--- src/rtl/micro_bitos_mc.sv ---
// micro_bitos_mc: parametrised multicycle MicroBitos core with req/ack instruction and data buses.
// BOOT/FETCH/EXEC/MEM/HALT state machine, {N,C,Z} flags register and a hard-wired zero R0.
module micro_bitos_mc #(
  parameter int DATA_W     = 8,
  parameter int REG_ADDR_W = 3,
  parameter int ADDR_W     = 8,
  localparam int INSTR_W   = 4 + 3*REG_ADDR_W
) (
  input  logic               clk,
  input  logic               reset,
  input  logic [INSTR_W-1:0] i_imem_data,
  input  logic               i_imem_ack,
  output logic               o_imem_req,
  output logic [ADDR_W-1:0]  o_imem_addr,
  input  logic [DATA_W-1:0]  i_dmem_rdata,
  input  logic               i_dmem_ack,
  output logic               o_dmem_req,
  output logic               o_dmem_we,
  output logic [ADDR_W-1:0]  o_dmem_addr,
  output logic [DATA_W-1:0]  o_dmem_wdata,
  output logic [2:0]         o_flags,
  output logic               o_halted
);
  localparam int NREG = 2**REG_ADDR_W;

  typedef enum logic [2:0] {
    S_BOOT, S_FETCH, S_EXEC, S_MEM, S_HALT
  } state_t;

  typedef enum logic [3:0] {
    OP_NOP, OP_ADD, OP_SUB, OP_AND, OP_OR, OP_XOR, OP_SHL, OP_SHR,
    OP_LDI, OP_MOV, OP_LD, OP_ST, OP_JMP, OP_JZ, OP_JC, OP_HALT
  } op_t;

  state_t              state_q, state_d;
  logic [ADDR_W-1:0]   pc_q, pc_d, pc_inc, rs1_addr;
  logic [INSTR_W-1:0]  ir_q;
  logic [DATA_W-1:0]   regs_q [NREG];
  logic [2:0]          flags_q;
  logic [ADDR_W-1:0]   dmem_addr_q;
  logic                dmem_we_q;
  logic [DATA_W-1:0]   dmem_wdata_q;

  op_t                 op;
  logic [REG_ADDR_W-1:0] rd, rs1, rs2;
  logic [DATA_W-1:0]   imm, opa, opb, alu_res, wr_data;
  logic [DATA_W:0]     wide;
  logic                alu_c, wr_en, flags_en, mem_issue;

  // Decode and operand fetch; R0 is forced to zero on read.
  always_comb begin
    op       = op_t'(ir_q[INSTR_W-1 -: 4]);
    rd       = ir_q[3*REG_ADDR_W-1 -: REG_ADDR_W];
    rs1      = ir_q[2*REG_ADDR_W-1 -: REG_ADDR_W];
    rs2      = ir_q[REG_ADDR_W-1:0];
    imm      = DATA_W'(ir_q[2*REG_ADDR_W-1:0]);
    opa      = (rs1 == '0) ? '0 : regs_q[rs1];
    opb      = (rs2 == '0) ? '0 : regs_q[rs2];
    rs1_addr = ADDR_W'(opa);
    pc_inc   = pc_q + ADDR_W'(1);
  end

  always_comb begin
    wide    = '0;
    alu_res = '0;
    alu_c   = flags_q[1];
    case (op)
      OP_ADD: begin
        wide    = {1'b0, opa} + {1'b0, opb};
        alu_res = wide[DATA_W-1:0];
        alu_c   = wide[DATA_W];
      end
      // Borrow appears as the extra top bit of the widened difference.
      OP_SUB: begin
        wide    = {1'b0, opa} - {1'b0, opb};
        alu_res = wide[DATA_W-1:0];
        alu_c   = wide[DATA_W];
      end
      OP_AND: begin alu_res = opa & opb; alu_c = 1'b0; end
      OP_OR:  begin alu_res = opa | opb; alu_c = 1'b0; end
      OP_XOR: begin alu_res = opa ^ opb; alu_c = 1'b0; end
      OP_SHL: begin alu_res = {opa[DATA_W-2:0], 1'b0}; alu_c = opa[DATA_W-1]; end
      OP_SHR: begin alu_res = {1'b0, opa[DATA_W-1:1]}; alu_c = opa[0]; end
      default: ;
    endcase
  end

  always_comb begin
    state_d   = state_q;
    pc_d      = pc_q;
    wr_en     = 1'b0;
    wr_data   = alu_res;
    flags_en  = 1'b0;
    mem_issue = 1'b0;
    case (state_q)
      S_BOOT:  state_d = S_FETCH;
      S_FETCH: if (i_imem_ack) state_d = S_EXEC;
      S_EXEC: begin
        state_d = S_FETCH;
        pc_d    = pc_inc;
        case (op)
          OP_ADD, OP_SUB, OP_AND, OP_OR, OP_XOR, OP_SHL, OP_SHR: begin
            wr_en    = 1'b1;
            flags_en = 1'b1;
          end
          OP_LDI: begin wr_en = 1'b1; wr_data = imm; end
          OP_MOV: begin wr_en = 1'b1; wr_data = opa; end
          OP_LD, OP_ST: begin
            pc_d      = pc_q;
            mem_issue = 1'b1;
            state_d   = S_MEM;
          end
          OP_JMP: pc_d = rs1_addr;
          OP_JZ:  if (flags_q[0]) pc_d = rs1_addr;
          OP_JC:  if (flags_q[1]) pc_d = rs1_addr;
          OP_HALT: begin
            pc_d    = pc_q;
            state_d = S_HALT;
          end
          default: ;
        endcase
      end
      S_MEM: if (i_dmem_ack) begin
        state_d = S_FETCH;
        pc_d    = pc_inc;
        wr_en   = ~dmem_we_q;
        wr_data = i_dmem_rdata;
      end
      S_HALT:  ;
      default: state_d = S_BOOT;
    endcase
  end

  always_ff @(posedge clk) begin
    if (reset) state_q <= S_BOOT;
    else       state_q <= state_d;
  end

  always_ff @(posedge clk) begin
    if (reset) begin
      pc_q         <= '0;
      ir_q         <= '0;
      flags_q      <= '0;
      regs_q       <= '{default: '0};
      dmem_addr_q  <= '0;
      dmem_we_q    <= 1'b0;
      dmem_wdata_q <= '0;
    end else begin
      pc_q <= pc_d;
      if (state_q == S_FETCH && i_imem_ack) ir_q <= i_imem_data;
      if (wr_en && rd != '0) regs_q[rd] <= wr_data;
      if (flags_en) flags_q <= {alu_res[DATA_W-1], alu_c, alu_res == '0};
      // Data-bus address/data are latched once in EXEC so they stay stable across wait states.
      if (mem_issue) begin
        dmem_addr_q  <= rs1_addr;
        dmem_we_q    <= (op == OP_ST);
        dmem_wdata_q <= opb;
      end
    end
  end

  assign o_imem_req   = (state_q == S_FETCH);
  assign o_imem_addr  = pc_q;
  assign o_dmem_req   = (state_q == S_MEM);
  assign o_dmem_we    = dmem_we_q;
  assign o_dmem_addr  = dmem_addr_q;
  assign o_dmem_wdata = dmem_wdata_q;
  assign o_flags      = flags_q;
  assign o_halted     = (state_q == S_HALT);
endmodule

--- config.mk ---
export PLATFORM = sky130hd
export DESIGN_NAME = micro_bitos_mc
export DESIGN_NICKNAME = d
export VERILOG_FILES = /design/src/rtl/micro_bitos_mc.sv
export SDC_FILE = /design/constraint.sdc
export NUM_CORES = 1
export LEC_CHECK = 0
export CAP_MARGIN = 20
export CELL_PAD_IN_SITES_DETAIL_PLACEMENT = 0
export CELL_PAD_IN_SITES_GLOBAL_PLACEMENT = 1
export CORE_UTILIZATION = 45
export DETAILED_ROUTE_END_ITERATION = 8
export GPL_TIMING_DRIVEN = 0
export PLACE_DENSITY = 0.88
export SLEW_MARGIN = 20
export SYNTH_ARGS = -nofsm -noshare
export SYNTH_HDL_FRONTEND = slang
export SYNTH_SLANG_ARGS = --single-unit
--- constraint.sdc ---
create_clock -name clk -period 9.8 [get_ports clk]
set_clock_uncertainty 0.05 [all_clocks]
set_input_delay 1.96 -clock clk [delete_from_list [all_inputs] [get_ports clk]]
set_output_delay 1.96 -clock clk [all_outputs]
set_load 0.01 [all_outputs]
After elaboration in Yosys (flattened, before gate mapping)
Index checks and enable logic that the tools add are counted.

$add $sub $neg: 3. Magnitude comparators: 4. Equal/unequal tests: 22. Muxes and demuxes: 32. Bitwise operators: 8. Reduce and logical (&&, ||, !) cells: 18.

Operators with widths (number): 8-bit 2-to-1 mux (11); 64-bit bitwise mux (1); 8-bit case mux with 7 select lines (1); 8-bit binary-select mux with 3-bit select (2); 8-bit case mux with 2 select lines (3); 4-bit equality test (second input constant) (8); 8-bit case mux with 4 select lines (1); 8-bit demux with 3-bit select (1); 4-bit by 3-bit equality test with 1-bit output (second input constant) (4); 3-bit case mux with 5 select lines (1); 4-bit >= comparator (second input constant) (3); 3-bit NOT with 4-bit output (3); 8-bit by 8-bit adder with 9-bit output (1); 3-bit logical NOT (3); 9-bit OR reduction (1); 8-bit by 8-bit subtractor with 9-bit output (1); 8-bit by 1-bit adder with 8-bit output (second input constant) (1); 8-bit bitwise AND (1); 4-bit by 2-bit equality test with 1-bit output (second input constant) (2); 8-bit logical NOT (1); 8-bit OR (1); 8-bit XOR (1); 7-bit OR reduction (1); 3-bit by 2-bit equality test with 1-bit output (second input constant) (2); 19 further kinds (32).

Bits in registers: 108. Output and inout bits: 31. Logic and storage cells: 103.

Logic depth before layout (Yosys ltp)
Gate-level depths: netlist of run 1.

Depth after elaboration: 10. Mapped depth: 15.

Worst setup path before layout of run 1
No wires, ideal clock.

Path kind: reg-to-reg. From: register ir_q[0]. To: register regs_q[14] (netlist name). Library setup time: 143 ps. Data arrival time: 3687 ps. Required time: 9607 ps. Path slack: 5921 ps. Stages on the path, launching flop included: 15. Buffers on the path: 3. Period minus slack after synthesis: 3879 ps. Path through: dfxtp_1 clkbuf_1 clkbuf_1 a21oi_1 a221oi_1 inv_1 ha_1 clkbuf_1 nor3_1 a221oi_1 nor2_1 a211oi_1 o211ai_1 a21oi_1 a211oi_1.

Word-level cells in the longest chain between the ends: 10.

Ends and longest elaborated chain: start, declared (RTL line 37) `logic [INSTR_W-1:0] ir_q;`; start signal, assigned (RTL line 150) `if (state_q == S_FETCH && i_imem_ack) ir_q <= i_imem_data;`; 3-bit NOT with 4-bit output (not written as such) (RTL line 58) `opb = (rs2 == '0) ? '0 : regs_q[rs2];`; 8-bit binary-select mux with 3-bit select (RTL line 58); 8-bit 2-to-1 mux (not written as such) (2 in a row) (RTL line 58); 8-bit 2-to-1 mux * (RTL line 58); via opb[3] (RTL line 46) `logic [DATA_W-1:0] imm, opa, opb, alu_res, wr_data;`; 8-bit by 8-bit subtractor with 9-bit output or 8-bit by 8-bit adder with 9-bit output (tied branches) (RTL line 75, 69); 8-bit case mux with 7 select lines * (RTL line 67) `case (op)`; 8-bit case mux with 2 select lines or 8-bit 2-to-1 mux (tied branches) (RTL line 101, 123); 8-bit case mux with 2 select lines * (RTL line 95) `case (state_q)`; 64-bit bitwise mux * (RTL line 151) `if (wr_en && rd != '0) regs_q[rd] <= wr_data;`; end signal, assigned by index (RTL line 151); end, declared (RTL line 38) `logic [DATA_W-1:0] regs_q [NREG];`.

Mark *: on every way through the listed nets, which the timed path passes. The rest lies on a longest branch. The select of a mux whose other input is x is not followed. A chain may end at the register's enable or synchronous reset.

Worst setup path in the final report of run 1
From: register ir_q[0]. To: register regs_q[54] (netlist name).

The elaborated chain is that of the path after synthesis.

==> results of run 1 <==
-- registers in the layout, indices dropped and copies added, names as in the netlist --
register,flops
o_flags,3
state_q,3
regs_q,58
o_imem_addr,8
o_dmem_wdata,8
o_dmem_we,1
ir_q,13
o_dmem_addr,8
-- logic make-up (layout without fill, tap and decap cells) --
kind of cell / count (synthesis) / count (layout) / synth area share (%)
muxes: 56 / 56 / 10.63
and+or+nand+nor: 296 / 296 / 21.71
adders and majority gates: 27 / 27 / 5.409
buffers and inverters: 88 / 159 / 5.830
AOI/OAI and AO/OA: 222 / 222 / 24.72
xor gates and xnor gates: 3 / 3 / 0.4028
DFF: 102 / 102 / 31.30
-- cells in the mapped netlist (6+ instances only) --
| master | n |
|---|---|
| or3_1 | 6 |
| nor2b_1 | 19 |
| nand3_1 | 9 |
| buf_2 | 15 |
| ha_1 | 25 |
| nand2b_1 | 19 |
| mux4_2 | 9 |
| mux2i_1 | 31 |
| o21ai_0 | 22 |
| nand2_1 | 84 |
| a21oi_1 | 46 |
| inv_1 | 27 |
| a311oi_1 | 8 |
| o22ai_1 | 6 |
| a31oi_1 | 6 |
| and3_1 | 11 |
| a221oi_1 | 16 |
| dfxtp_1 | 102 |
| a22oi_1 | 9 |
| a211oi_1 | 50 |
| mux2_2 | 15 |
| clkbuf_1 | 40 |
| nor2_1 | 101 |
| a221oi_2 | 6 |
| nor3_1 | 15 |
-- area by class of cell --
type | count | share of cell area, %
Buffer | 59 | 3.584
Clock buffer | 11 | 3.072
Clock inverter | 5 | 0.6111
Inverter | 29 | 1.437
Multi-Input combinational cell | 604 | 54.14
Sequential cell | 102 | 26.95
Tap cell | 180 | 2.973
Timing Repair Buffer | 55 | 7.234
-- final timing paths --
| kind | from | endpoint | slack, ns | cells after the start |
|---|---|---|---|---|
| setup / recovery | ir_q[0] | regs_q[54] | 3.86 | 14 |
| hold / removal | o_dmem_addr[0] | o_dmem_addr[0] | 0.40 | 2 |
| setup reg to reg | ir_q[0] | regs_q[54] | 3.86 | 14 |
| hold reg to reg | o_dmem_addr[0] | o_dmem_addr[0] | 0.40 | 2 |
-- power groups by stage --
stage / registers (mW) / clock network, mW / logic [mW]
after floorplan: 0.433 / 0 / 0.0867
final: 0.425 / 0.346 / 0.140
after global routing: 0.426 / 0.365 / 0.150
after global placement: 0.434 / 0 / 0.134
after CTS: 0.425 / 0.349 / 0.136
after detailed placement: 0.435 / 0 / 0.136
-- layout by cell type, fill, tap and decap left out, types with 11 or more instances in the layout --
cell	instances
a211oi_1	50
a21oi_1	46
a221oi_1	16
and3_1	11
buf_2	15
clkbuf_1	42
clkdlybuf4s50_1	54
dfxtp_1	102
ha_1	25
inv_1	27
mux2_2	15
mux2i_1	31
nand2_1	84
nand2b_1	19
nor2_1	101
nor2b_1	19
nor3_1	15
o21ai_0	22
-- critical path, cell delays in order, from the launching register on --
cell and delay, ns:
dfxtp_1 0.54, clkbuf_1 0.61, clkbuf_1 0.51, a21oi_1 0.13
a221oi_1 0.81, inv_1 0.17, ha_1 0.36, clkbuf_1 0.24
nor3_1 0.24, o31ai_1 0.14, a2111oi_0 0.70, o221a_2 0.37
o211ai_1 0.10, a21oi_1 0.64, a211oi_1 0.18
-- metrics by stage --
| stage | setup WS [ns] | instance area [sq um] |
|---|---|---|
| floorplan | 5.921 | 6524 |
| global placement | 4.045 | 7289 |
| detailed placement | 4.051 | 7289 |
| CTS | 3.990 | 7569 |
| global route | 3.418 | 7576 |
| finish | 3.860 | 7576 |
-- metal layers --
layer	vias up	routed length [um]	share of wire [%]	track usage (%)
li1	3033	-	-	-
met1	3186	9355	41	40.53
met2	322	10960	48	51.72
met3	66	1905	8.3	6.831
met4	0	779	3.4	13.87
met5	-	0	0	0
==> qor.yml, run 1 <==
timing:
  fmax_mhz: 168.3
  maxSlewHeadroom_pct: 22.69
  hold_violations: 0
  setup_viol: 0
  min_period_ns: 5.940
  rsz0062_at_grt: "no"
  tightestPinTransition_ns: 1.160
  whs_ns: 0.4041
  fin_tns_setup_ns: 0
  slew_violations: 0
  min_period_over_period_pct: 60.61
power:
  clkPwrFrac_pct: 38.0
  power_density_nw_per_um2: 120.3
  power.internal_mw: 0.6444
  switching_share_pct: 29.29
  max-vdd-ir-drop_mv: 0.1161
  power.leakage_nw: 2.550
  combPwrFrac_pct: 15.3
  power.switching_mw: 0.2670
  seqPwrFrac_pct: 46.6
  fin_total_pwr_mw: 0.9113
clock_tree:
  cts_made_buffers: 9
  cts_hold_buf: 0
  htreeDepth: 3
  cts_setup_buffers: 0
  clockRootBuffer: "clkbuf_16"
  clock_path_buffers: 2
  cts_tree: "done"
  clock-sinks: 102
  insertion_delay_ns: 0.35
  clk_pin_slew_ns: 0.07
  cts_resized: 0
placed_design:
  io_buffers: 54
  hpwlAfterDp_mm: 17.29
  place.gp.congestion: 0.9941
  dp.cells: 1028
route:
  drt-initial-drc-count: 724
  drc: 0
  dr.pass1.iters: 6
  wl_mm: 23.00
  num_vias: 6607
  vias_per_cell: 6.322
  wl_per_cell_um: 22.01
  ant_nets: 0
synthesis:
  synth_area_leaders: "dfxtp_1, nor2_1, a211oi_1, nand2_1, ha_1"
  yosysSeqAreaShare_pct: 31.30
  yosys_warnings: 0
  synth_top_area_share_pct: 31.30
  ys_ff_latch: 102
  synth_edf_count: 0
  synth_top_flop_cell: "dfxtp_1"
  avgSynthCellArea_sq_um: 8.216
  synth.largest_area_cell: "dfxtp_1"
  ys_types: 70
  syn_nets: 846
  async_flop_share_pct: 0
  syn_area_sq_um: 6524
  syn_inst: 794
critical_path:
  crit_required_ns: 9.94
  worstPathArrival_ns: 6.08
  startpoint_type: "flip-flop"
  cp_max_fo: 10
  crit_type: "reg2reg"
  end_kind: "flip-flop"
final_layout:
  drive_gt1_share_pct: 9.711
  multiInputGateArea_sq_um: 4101
  syn2layout_area_growth_pct: 16.13
  ff_latch_area_sq_um: 2042
  nFillCells: 1353
  antenna_cells: 0
  utilization_pct: 54.16
  layout.nets: 912
  layoutNonFillerInstCount: 1045
grt:
  grt_first_pass_wirelength_mm: 35.67
  grt_max_degree: 18
  grt_pass1_vias: 6406
  grtUsageTotal_pct: 31.85
  antenna_found_initial: 0
  grt_overflow: 0
floorplanning:
  die_w_um: 122.4
  row_count: 43
  die-area_sq_um: 14980
  die_h_um: 122.4
  io_pins: 56
  start_util_pct: 46.64
  design.core.area_sq_um: 13990
outcome:
  outcome: "completed"
hold_path:
  hold_class: "reg2reg"
run:
  maxCapViolCount: 0
No activity file was read; power rests on OpenSTA's default activity.
==> inputs of run 2 (changes only) <==
--- a/config.mk
+++ b/config.mk
@@ -8,10 +8,10 @@
 export CAP_MARGIN = 20
 export CELL_PAD_IN_SITES_DETAIL_PLACEMENT = 0
 export CELL_PAD_IN_SITES_GLOBAL_PLACEMENT = 1
-export CORE_UTILIZATION = 45
+export CORE_UTILIZATION = 40
 export DETAILED_ROUTE_END_ITERATION = 8
 export GPL_TIMING_DRIVEN = 0
-export PLACE_DENSITY = 0.88
+export PLACE_DENSITY = 0.83
 export SLEW_MARGIN = 20
 export SYNTH_ARGS = -nofsm -noshare
 export SYNTH_HDL_FRONTEND = slang
==> constraint.sdc (replaced) <==
create_clock -name clk -period 5.3 [get_ports clk]
set_clock_uncertainty 0.05 [all_clocks]
set_input_delay 1.06 -clock clk [delete_from_list [all_inputs] [get_ports clk]]
set_output_delay 1.06 -clock clk [all_outputs]
set_load 0.01 [all_outputs]
==> run 2 against run 1 <==
  * The run now ends with DRC left
  * Design area increased by 1.1%
  * Routed wire length decreased by 7.4%
  * Combinational power increased by 81%
  * Via count decreased by 5.6%
  * Sequential cell count unchanged
  * Worst hold slack improved by 0.0034 ns
  * Clock-buffer cell count decreased by 1
  * Sequential power increased by 85%
  * Die area increased by 12%
  * First-iteration DRC count decreased by 32%
  * Register-to-register slack got worse by 3.6 ns
  * Largest cell class unchanged
  * Largest power group unchanged
==> qor.yml, run 2 (synthesis gave the netlist of run 1 again) <==
timing:
  finalWorstSetupSlack_ns: 0.2813
  hold_violations: 0
  whs_ns: 0.4075
  slew_violations: 0
  maxSlewHeadroom_pct: 30.02
  tightestPinTransition_ns: 1.050
  setup_viol: 0
  fin_tns_setup_ns: 0
  fmax_mhz: 199.3
  rsz0062_at_grt: "no"
  min_period_ns: 5.019
  min_period_over_period_pct: 94.69
clock_tree:
  clk_pin_slew_ns: 0.07
  cts_setup_buffers: 0
  clockRootBuffer: "clkbuf_16"
  cts_tree: "done"
  cts_hold_buf: 0
  clock_path_buffers: 2
  htreeDepth: 3
  cts_made_buffers: 9
  clock-sinks: 102
  insertion_delay_ns: 0.36
final_layout:
  final_cell_mix: "dfxtp_1, nor2_1, nand2_1, clkdlybuf4s50_1, a211oi_1"
  reg_top3: "regs_q: 58 flops, ir_q: 13 flops"
  drive_gt1_share_pct: 10.40
  final_common_cell: "dfxtp_1"
  syn2layout_area_growth_pct: 17.36
  fin_area_sq_um: 7656
  layoutNonFillerInstCount: 1081
  utilization_pct: 48.20
  layout.nets: 912
  antenna_cells: 0
  regMostFlops: "regs_q"
  largest_reg_flops: 58
route:
  wl_mm: 21.29
  ant_nets: 0
  dr.pass1.iters: 7
  vias_per_cell: 5.771
  drc: 1
  drt-initial-drc-count: 491
  num_vias: 6238
  wl_per_cell_um: 19.69
floorplanning:
  die-area_sq_um: 16820
  die_w_um: 129.7
  row_count: 46
  die_h_um: 129.7
  design.core.area_sq_um: 15890
  io_pins: 56
  start_util_pct: 41.07
placed_design:
  dp.cells: 1065
  place.gp.congestion: 0.9215
  postPlaceCellArea_sq_um: 7342
  hpwlAfterDp_mm: 16.31
  io_buffers: 54
  place_ws_ns: -0.4019
critical_path:
  cp_slowest_cell: "a2111oi_0"
  cp_slowest_stage_delay_ns: 0.58
  end_kind: "flip-flop"
  crit_type: "reg2reg"
  startpoint_type: "flip-flop"
  crit_required_ns: 5.47
  cp_max_fo: 10
  cp_cell_sequence: "buf_1 > nor2b_1 > a221oi_1 > nor2_1 > inv_1 > fa_1 > nor3_1 > o31ai_1 > a2111oi_0 > o221a_2 > o211ai_1 > a21oi_2 > a211oi_1"
  worstPathArrival_ns: 5.19
grt:
  antenna_found_initial: 0
  grt_first_pass_wirelength_mm: 33.46
  grt_pass1_vias: 5979
  grt_max_degree: 20
  grt_overflow: 0
  grtUsageTotal_pct: 26.25
outcome:
  violations: "DRC"
  outcome: "finished, violations left"
run:
  maxCapViolCount: 0
power:
  power.leakage_nw: 2.574
  fin_total_pwr_mw: 1.719
  max-vdd-ir-drop_mv: 0.2462
  power_density_nw_per_um2: 224.6
hold_path:
  hold_class: "reg2reg"
==> run 2: cell count changes in the layout (fill, tap and decap cells not counted), sizes merged <==
| cell | previous run | this run |
|---|---|---|
| clkinvlp | 1 | 0 |
| inv | 30 | 33 |
| clkbuf | 51 | 50 |
| clkinv | 3 | 2 |
==> run 2: where the power goes <==
| group | switching [mW] | internal (mW) |
|---|---|---|
| Combinational | 0.162 | 0.0925 |
| Sequential | 0.0117 | 0.774 |
| Clock | 0.334 | 0.345 |
==> run 2: area by class of cell <==
type	count	area, sq um
multi-input combinational	604	4111
fill	1629	8229
inverter	29	108.9
buffer	59	274.0
timing repair buffer	55	548.0
clock buffer	10	239.0
sequential	102	2042
tap	216	270.3
clock inverter	6	62.56
==> run 2: metal layers <==
metal	vias up	global-route usage, %	part of all wire [%]
met1	2980	34.56	45
li1	3037	-	-
met2	191	43.38	47
met4	0	8.892	2.2
met5	-	0	0
met3	30	4.633	5.0
==> run 2: timing repair <==
item / in CTS / in global routing
endpoints found under the setup margin: 15 / 7
cloned: 0 / 0
gates resized for setup: 2 / 3
==> run 2: worst paths after layout <==
| path | start | end | slack (ns) | cells after the start |
|---|---|---|---|---|
| worst max register to register | ir_q[1] | regs_q[46] | 0.28 | 13 |
| worst min register to register | o_dmem_wdata[5] | o_dmem_wdata[5] | 0.41 | 2 |
| worst max-delay path | ir_q[1] | regs_q[46] | 0.28 | 13 |
| worst min-delay path | o_dmem_wdata[5] | o_dmem_wdata[5] | 0.41 | 2 |
==> run 2: critical path, delay by kind of cell, from the launching register on <==
kind	cells	cell delay (ns)
compound gates	7	1.89
simple gates	3	1.13
buf+inv	2	0.75
flops	1	0.52
fa+ha+maj	1	0.52
